===== src/rtl/mips_divider.sv =====
// Sequential radix-2 restoring divider for MIPS DIV/DIVU/MOD/MODU.
// One quotient bit per clock; quotient and remainder are sign-corrected in a final FIX cycle.
module mips_divider #(
  parameter int unsigned WIDTH = 32
) (
  input  logic             clk,
  input  logic             rst_n,
  input  logic             start,
  input  logic             signdiv,
  input  logic [WIDTH-1:0] a,
  input  logic [WIDTH-1:0] b,
  output logic             busy,
  output logic             done,
  output logic [WIDTH-1:0] q,
  output logic [WIDTH-1:0] r,
  output logic             div_by_zero
);

  localparam int unsigned CW = $clog2(WIDTH + 1);

  typedef enum logic [1:0] {
    IDLE = 2'd0,
    RUN  = 2'd1,
    FIX  = 2'd2
  } state_e;

  state_e           state_q, state_d;
  logic [CW-1:0]    cnt_q, cnt_d;
  logic [WIDTH-1:0] rem_q, rem_d;
  logic [WIDTH-1:0] dvd_q, dvd_d;
  logic [WIDTH-1:0] dvs_q, dvs_d;
  logic [WIDTH-1:0] aorig_q, aorig_d;
  logic             qneg_q, qneg_d;
  logic             rneg_q, rneg_d;
  logic             bzero_q, bzero_d;
  logic             busy_q, busy_d;
  logic             done_q, done_d;
  logic [WIDTH-1:0] q_q, q_d;
  logic [WIDTH-1:0] r_q, r_d;
  logic             dbz_q, dbz_d;

  logic [WIDTH:0]   shifted;
  logic [WIDTH:0]   diff;
  logic             ge;

  // State and datapath registers
  always_ff @(posedge clk or negedge rst_n) begin
    if (!rst_n) begin
      state_q <= IDLE;
      cnt_q   <= '0;
      rem_q   <= '0;
      dvd_q   <= '0;
      dvs_q   <= '0;
      aorig_q <= '0;
      qneg_q  <= 1'b0;
      rneg_q  <= 1'b0;
      bzero_q <= 1'b0;
      busy_q  <= 1'b0;
      done_q  <= 1'b0;
      q_q     <= '0;
      r_q     <= '0;
      dbz_q   <= 1'b0;
    end else begin
      state_q <= state_d;
      cnt_q   <= cnt_d;
      rem_q   <= rem_d;
      dvd_q   <= dvd_d;
      dvs_q   <= dvs_d;
      aorig_q <= aorig_d;
      qneg_q  <= qneg_d;
      rneg_q  <= rneg_d;
      bzero_q <= bzero_d;
      busy_q  <= busy_d;
      done_q  <= done_d;
      q_q     <= q_d;
      r_q     <= r_d;
      dbz_q   <= dbz_d;
    end
  end

  // A set top bit of the shifted remainder already exceeds any divisor.
  assign shifted = {rem_q, dvd_q[WIDTH-1]};
  assign diff    = shifted - {1'b0, dvs_q};
  assign ge      = shifted[WIDTH] | ~diff[WIDTH];

  // Next-state and datapath update
  always_comb begin
    state_d = state_q;
    cnt_d   = cnt_q;
    rem_d   = rem_q;
    dvd_d   = dvd_q;
    dvs_d   = dvs_q;
    aorig_d = aorig_q;
    qneg_d  = qneg_q;
    rneg_d  = rneg_q;
    bzero_d = bzero_q;
    done_d  = 1'b0;
    q_d     = q_q;
    r_d     = r_q;
    dbz_d   = dbz_q;

    unique case (state_q)
      IDLE: begin
        if (start) begin
          rem_d   = '0;
          cnt_d   = CW'(WIDTH);
          dvd_d   = (signdiv && a[WIDTH-1]) ? (~a + WIDTH'(1)) : a;
          dvs_d   = (signdiv && b[WIDTH-1]) ? (~b + WIDTH'(1)) : b;
          aorig_d = a;
          qneg_d  = signdiv & (a[WIDTH-1] ^ b[WIDTH-1]);
          rneg_d  = signdiv & a[WIDTH-1];
          bzero_d = (b == '0);
          state_d = RUN;
        end
      end
      RUN: begin
        rem_d = ge ? diff[WIDTH-1:0] : shifted[WIDTH-1:0];
        dvd_d = {dvd_q[WIDTH-2:0], ge};
        cnt_d = cnt_q - CW'(1);
        if (cnt_q == CW'(1)) begin
          state_d = FIX;
        end
      end
      FIX: begin
        if (bzero_q) begin
          q_d = '1;
          r_d = aorig_q;
        end else begin
          q_d = qneg_q ? (~dvd_q + WIDTH'(1)) : dvd_q;
          r_d = rneg_q ? (~rem_q + WIDTH'(1)) : rem_q;
        end
        dbz_d   = bzero_q;
        done_d  = 1'b1;
        state_d = IDLE;
      end
      default: state_d = IDLE;
    endcase

    busy_d = (state_d != IDLE);
  end

  assign busy        = busy_q;
  assign done        = done_q;
  assign q           = q_q;
  assign r           = r_q;
  assign div_by_zero = dbz_q;

endmodule

===== config.mk =====
export PLATFORM = sky130hd
export DESIGN_NAME = mips_divider
export DESIGN_NICKNAME = d
export VERILOG_FILES = /design/src/rtl/mips_divider.sv
export SDC_FILE = /design/constraint.sdc
export NUM_CORES = 1
export LEC_CHECK = 0
export CORE_AREA = 2 2 164 166
export DETAILED_ROUTE_END_ITERATION = 7
export DIE_AREA = 0 0 166 168
export GPL_TIMING_DRIVEN = 1
export MAX_ROUTING_LAYER = met4
export PLACE_DENSITY_LB_ADDON = 0.3
export SLEW_MARGIN = 20
export SYNTH_ARGS = -nofsm -noshare
export SYNTH_HDL_FRONTEND = slang
export SYNTH_SLANG_ARGS = --single-unit

===== constraint.sdc =====
create_clock -name clk -period 3.93 [get_ports clk]
set_clock_uncertainty 0.2 [all_clocks]
set_input_delay 0.393 -clock clk [delete_from_list [all_inputs] [get_ports clk]]
set_output_delay 0.393 -clock clk [all_outputs]
set_load 0.005 [all_outputs]

# Word level (Yosys, flattened, before mapping)
# Index checks and enable logic that the tools add are counted.
# totals
ff_bits,206
out_inout_bits,67
# op_classes
add_sub_neg,6
eq_ne,4
muxes,17
n_bitwise,9
reduce_logical,8
# op_table
op,n
2-to-1 mux 32 bit,9
"adder 32 x 1 -> 32 bit, second input constant",4
NOT 32 bit,4
case mux 32 bit (2 select lines),2
subtractor 33 x 32 -> 33 bit,1
zero test 32 bit,1
case mux 6 bit (2 select lines),1
"equality test 6 x 1 -> 1 bit, second input constant",1
2-to-1 mux 6 bit,1
"subtractor 6 x 1 -> 6 bit, second input constant",1
2-to-1 mux 2 bit,2
case mux 2 bit (2 select lines),1
AND reduction 2 bit,2
nonzero test 2 bit,2
bitwise AND 1 bit,2
"equality test 2 x 1 -> 1 bit, second input constant",1
"equality test 2 bit, second input constant",1
logical AND 1 bit,2
zero test 2 bit,1
"!= test 2 bit, second input constant",1
2-to-1 mux 1 bit,1
NOT 1 bit,1
OR 1 bit,1
XOR 1 bit,1

# Logic depth before layout (Yosys ltp)
# depth
depth_word,5
mapped_depth,12
depth_no_buf,11

# Worst setup path before layout
# No wires, ideal clock.
# synth_timing
kind,register to register
startpoint,reg dvd_q[12]
endpoint,reg q_q[25] (netlist: q[25])
setup_time_ns,0.137
arrival_ns,3.050
required_time_ns,3.593
slack_ns,0.543
path_stages_with_launch,9
path_buffers,0
period_less_slack_ns,3.387
path_cell_list,dfrtp_1 > or4_4 > or3_4 > or3_4 > or4_4 > or4_4 > o41ai_2 > xor2_1 > a21oi_1
# synth_via
elab_chain_cells,4
# synth_rtl
item,line_no,text
start: declaration,30,"logic [WIDTH-1:0] dvd_q, dvd_d;"
start signal: assignment,67,dvd_q <= dvd_d;
NOT 32 bit,129,q_d = qneg_q ? (~dvd_q + WIDTH'(1)) : dvd_q;
adder 32 x 1 -> 32 bit,129,
2-to-1 mux 32 bit,129,
2-to-1 mux 32 bit,125,if (bzero_q) begin
end signal: assignment,75,q_q <= q_d;
end: declaration,38,"logic [WIDTH-1:0] q_q, q_d;"
# Every way passes these cells.
# A chain may end at the register's enable or synchronous reset.

# Worst setup path after layout
# layout_timing
startpoint,reg dvd_q[31]
endpoint,reg rem_q[25]
# layout_via
elab_chain_cells,5
# layout_rtl
item,line_no,text
subtractor 33 x 32 -> 33 bit (*),83,"assign diff = shifted - {1'b0, dvs_q};"
NOT 1 bit,84,assign ge = shifted[WIDTH] | ~diff[WIDTH];
OR 1 bit,84,
2-to-1 mux 32 bit (*),117,rem_d = ge ? diff[WIDTH-1:0] : shifted[WIDTH-1:0];
case mux 32 bit (2 select lines) (*),102,unique case (state_q)
end signal: assignment,66,rem_q <= rem_d;
end: declaration,29,"logic [WIDTH-1:0] rem_q, rem_d;"
# Mark *: on every way between the ends. The rest lies on a longest branch, timed or not.

==> out/qor.yml <==
worst_setup_path:
  cp_slowest_stage_delay_ns: 0.43
  critPathTopFamily: "compound AO/OA/AOI/OAI gates"
  crit_slowest_cell: "or3_1"
  required_ns: 4.19
  critical_path_class: "register to register"
  end_kind: "register"
  critical_path_buf_inv_count: 1
  crit_chain: "inv_1, ha_1, fa_1, nand2b_1, a211oi_1, o21ai_0, a31oi_1, o2111ai_1, a21o_1, or3_1, nand3_1"
  cp-start-kind: "register"
  crit_path_max_fanout: 15
  crit_arrival_ns: 3.85
cells_and_area:
  postLayoutCoreUtil_pct: 57.3
  drive_above_1_share_pct: 5.33
  final_nets: 1685
  diodes: 0
  area_growth_pct: 19.8
grt:
  overflow: 0
  grt_use_total_pct: 23.8
  grt_max_degree: 90
  grt_pass1_wl_um: 53700
  grt_pass1_vias: 10400
  antenna_found_initial: 0
drt:
  routedWlPerCell_um: 16.9
  via_count: 11000
  drt_pre_antenna_iters: 5
  via_per_inst: 5.70
  drc_errors: 0
  detail-route-antenna-nets: 0
  routed_wl_um: 32800
  drt_iter0_drc: 886
synth:
  synthTopCellsByCount: "nand2_1, dfrtp_1, o21ai_0"
  synth-edff-count: 0
  netlist_instances: 1480
  synthFlopType: "dfrtp_1"
  synth_seq_cells: 206
  synth_cell_type_count: 60
  yosys.area.top_type: "dfrtp_1"
  yosysSeqAreaShare_pct: 40.9
  synthSimpleGateAreaFrac_pct: 17.1
  syn_area_per_cell_um2: 8.52
  synthAdderAreaFrac_pct: 3.93
  yosysMostFrequentCell: "nand2_1"
  syn-cell-area_mm2: 0.0126
  synth_top_area_share_pct: 40.9
  synthesis.nets: 1587
  async_reset_ff_share_pct: 100
  synth_top_family_by_area: "compound AO/OA/AOI/OAI gates"
  synth_xor_area_share_pct: 10.0
  yosys_warnings: 0
  synth_area_leaders: "dfrtp_1, o21ai_0, nand2_1"
  synth.area.mux_share_pct: 1.92
  synth_compound_area_share_pct: 22.0
sta:
  worst_slew_pin_slew_ns: 1.00
  hold_viol: 0
  timing.fmax_mhz: 278
  fin_crit_ns: 3.59
  relSlewSlack_pct: 33.1
  slew_violations: 0
  hold_ws_ns: 0.274
  final-setup-viol-count: 0
  rsz0062_at_grt: "no"
  setup-tns-final_ns: 0
  fin_crit_sh_pct: 91.4
placement:
  gp_congestion: 0.897
  hpwl_um: 24000
  io_buffers: 134
floorplanning:
  fp-row-count: 60
  core_area_mm2: 0.0264
  io-pin-count: 135
  dieHeight_um: 168
  die_x_um: 166
  die-area_mm2: 0.0279
  start_util_pct: 47.8
cts:
  clock-sinks: 206
  clock_path_buffers: 3
  cts_setup_buffers: 0
  ctsRootBufferMaster: "clkbuf_16"
  postCtsHoldBufs: 1
  cts_tree: "yes"
  cts_buffers: 24
  clock_latency_ns: 0.53
  clkTransAtPathRegs_ns: 0.06
  h-tree-depth: 1
  cts_resized: 0
status:
  outcome: "completed"
worst_hold_path:
  hold_path_class: "register to register"
power_and_ir_drop:
  power_density_mw_per_mm2: 875
  p_leak_nw: 6.55
  max-vdd-ir-drop_mv: 0.435
run:
  drv_cap: 0
-- per-stage QoR --
| step | instances | setup WS, ns | area, um2 | total power [mW] |
|---|---|---|---|---|
| floorplan | 1480 | 0.543 | 12600 | 8.84 |
| global placement | 1892 | 0.420 | 14300 | 10.7 |
| detailed placement | 1892 | 0.388 | 14300 | 10.9 |
| CTS | 1936 | 0.338 | 15100 | 13.2 |
| global route | 1936 | 0.0244 | 15100 | 14.3 |
| finish | 1936 | 0.336 | 15100 | 13.2 |
-- cells in the final DEF, fill, tap and decap left out, types with 20 or more instances in the layout --
master / instances
a21oi_1: 118
a22oi_1: 27
buf_4: 24
clkbuf_16: 24
clkdlybuf4s50_1: 133
dfrtp_1: 206
ha_1: 38
inv_1: 50
mux2i_1: 23
nand2_1: 221
nor2_1: 107
nor3_1: 20
o21ai_0: 176
o31ai_1: 27
xnor2_1: 52
xor2_1: 92
-- logic make-up (layout without fill, tap and decap cells) --
family | count (synthesis) | in the layout
multiplexers | 24 | 24
XOR/XNOR | 144 | 144
adder cells (fa/ha/maj) | 39 | 39
AND/OR/NAND/NOR | 474 | 474
buffers and inverters | 139 | 254
AO/OA/AOI/OAI | 454 | 454
flip-flops | 206 | 206
-- worst register-to-register path, cell delays in order, from the launching register on --
cell and delay, ns:
dfrtp_1 0.36, inv_1 0.08, ha_1 0.23, fa_1 0.41, nand2b_1 0.19, a211oi_1 0.31
o21ai_0 0.29, a31oi_1 0.32, o2111ai_1 0.25, a21o_1 0.39, or3_1 0.43, nand3_1 0.08
-- path summary, 6_finish.rpt --
kind / cells past startpoint / slack [ns] / end / startpoint
worst min register to register: 2 / 0.27 / dvs_q[4] / dvs_q[4]
worst min-delay path: 2 / 0.27 / dvs_q[4] / dvs_q[4]
min in group asynchronous: 2 / 0.28 / q[29] / rst_n
worst max register to register: 11 / 0.34 / rem_q[25] / dvd_q[31]
max in group asynchronous: 3 / 2.36 / dvs_q[1] / rst_n
worst max-delay path: 11 / 0.34 / rem_q[25] / dvd_q[31]
-- power by group --
part	switching [mW]	internal, mW	leakage (nW)
Clock	0.880	1.36	0.386
Combinational	3.78	3.14	3.53
Sequential	1.04	3.02	2.63
Total	5.71	7.52	6.55
-- final cells by class --
class                           count  area (um2)
Inverter                           50         188
Timing Repair Buffer              161        1580
Fill cell                        2368       11200
Tap cell                          341         427
Sequential cell                   206        5150
Multi-Input combinational cell   1135        6970
Clock inverter                      5        90.1
Clock buffer                       38         703
-- flip-flops by register name (all words and copies together), names as in the netlist --
name and cells:
busy 1, done 1, r 32, dvs_q 32, div_by_zero 1, rem_q 32
cnt_q 6, bzero_q 1, qneg_q 1, dvd_q 32, state_q 2, aorig_q 32
rneg_q 1, q 32
-- metal layers --
metal  vias up  track usage, %  part of all wire (%)
met2       306            39.5                    47
met1      5265            31.3                    45
li1       5423               -                     -
met3        50            2.89                   4.9
met5         -               -                     0
met4         0            6.09                   2.4
Note: power is estimated with default switching activity, not from simulation.
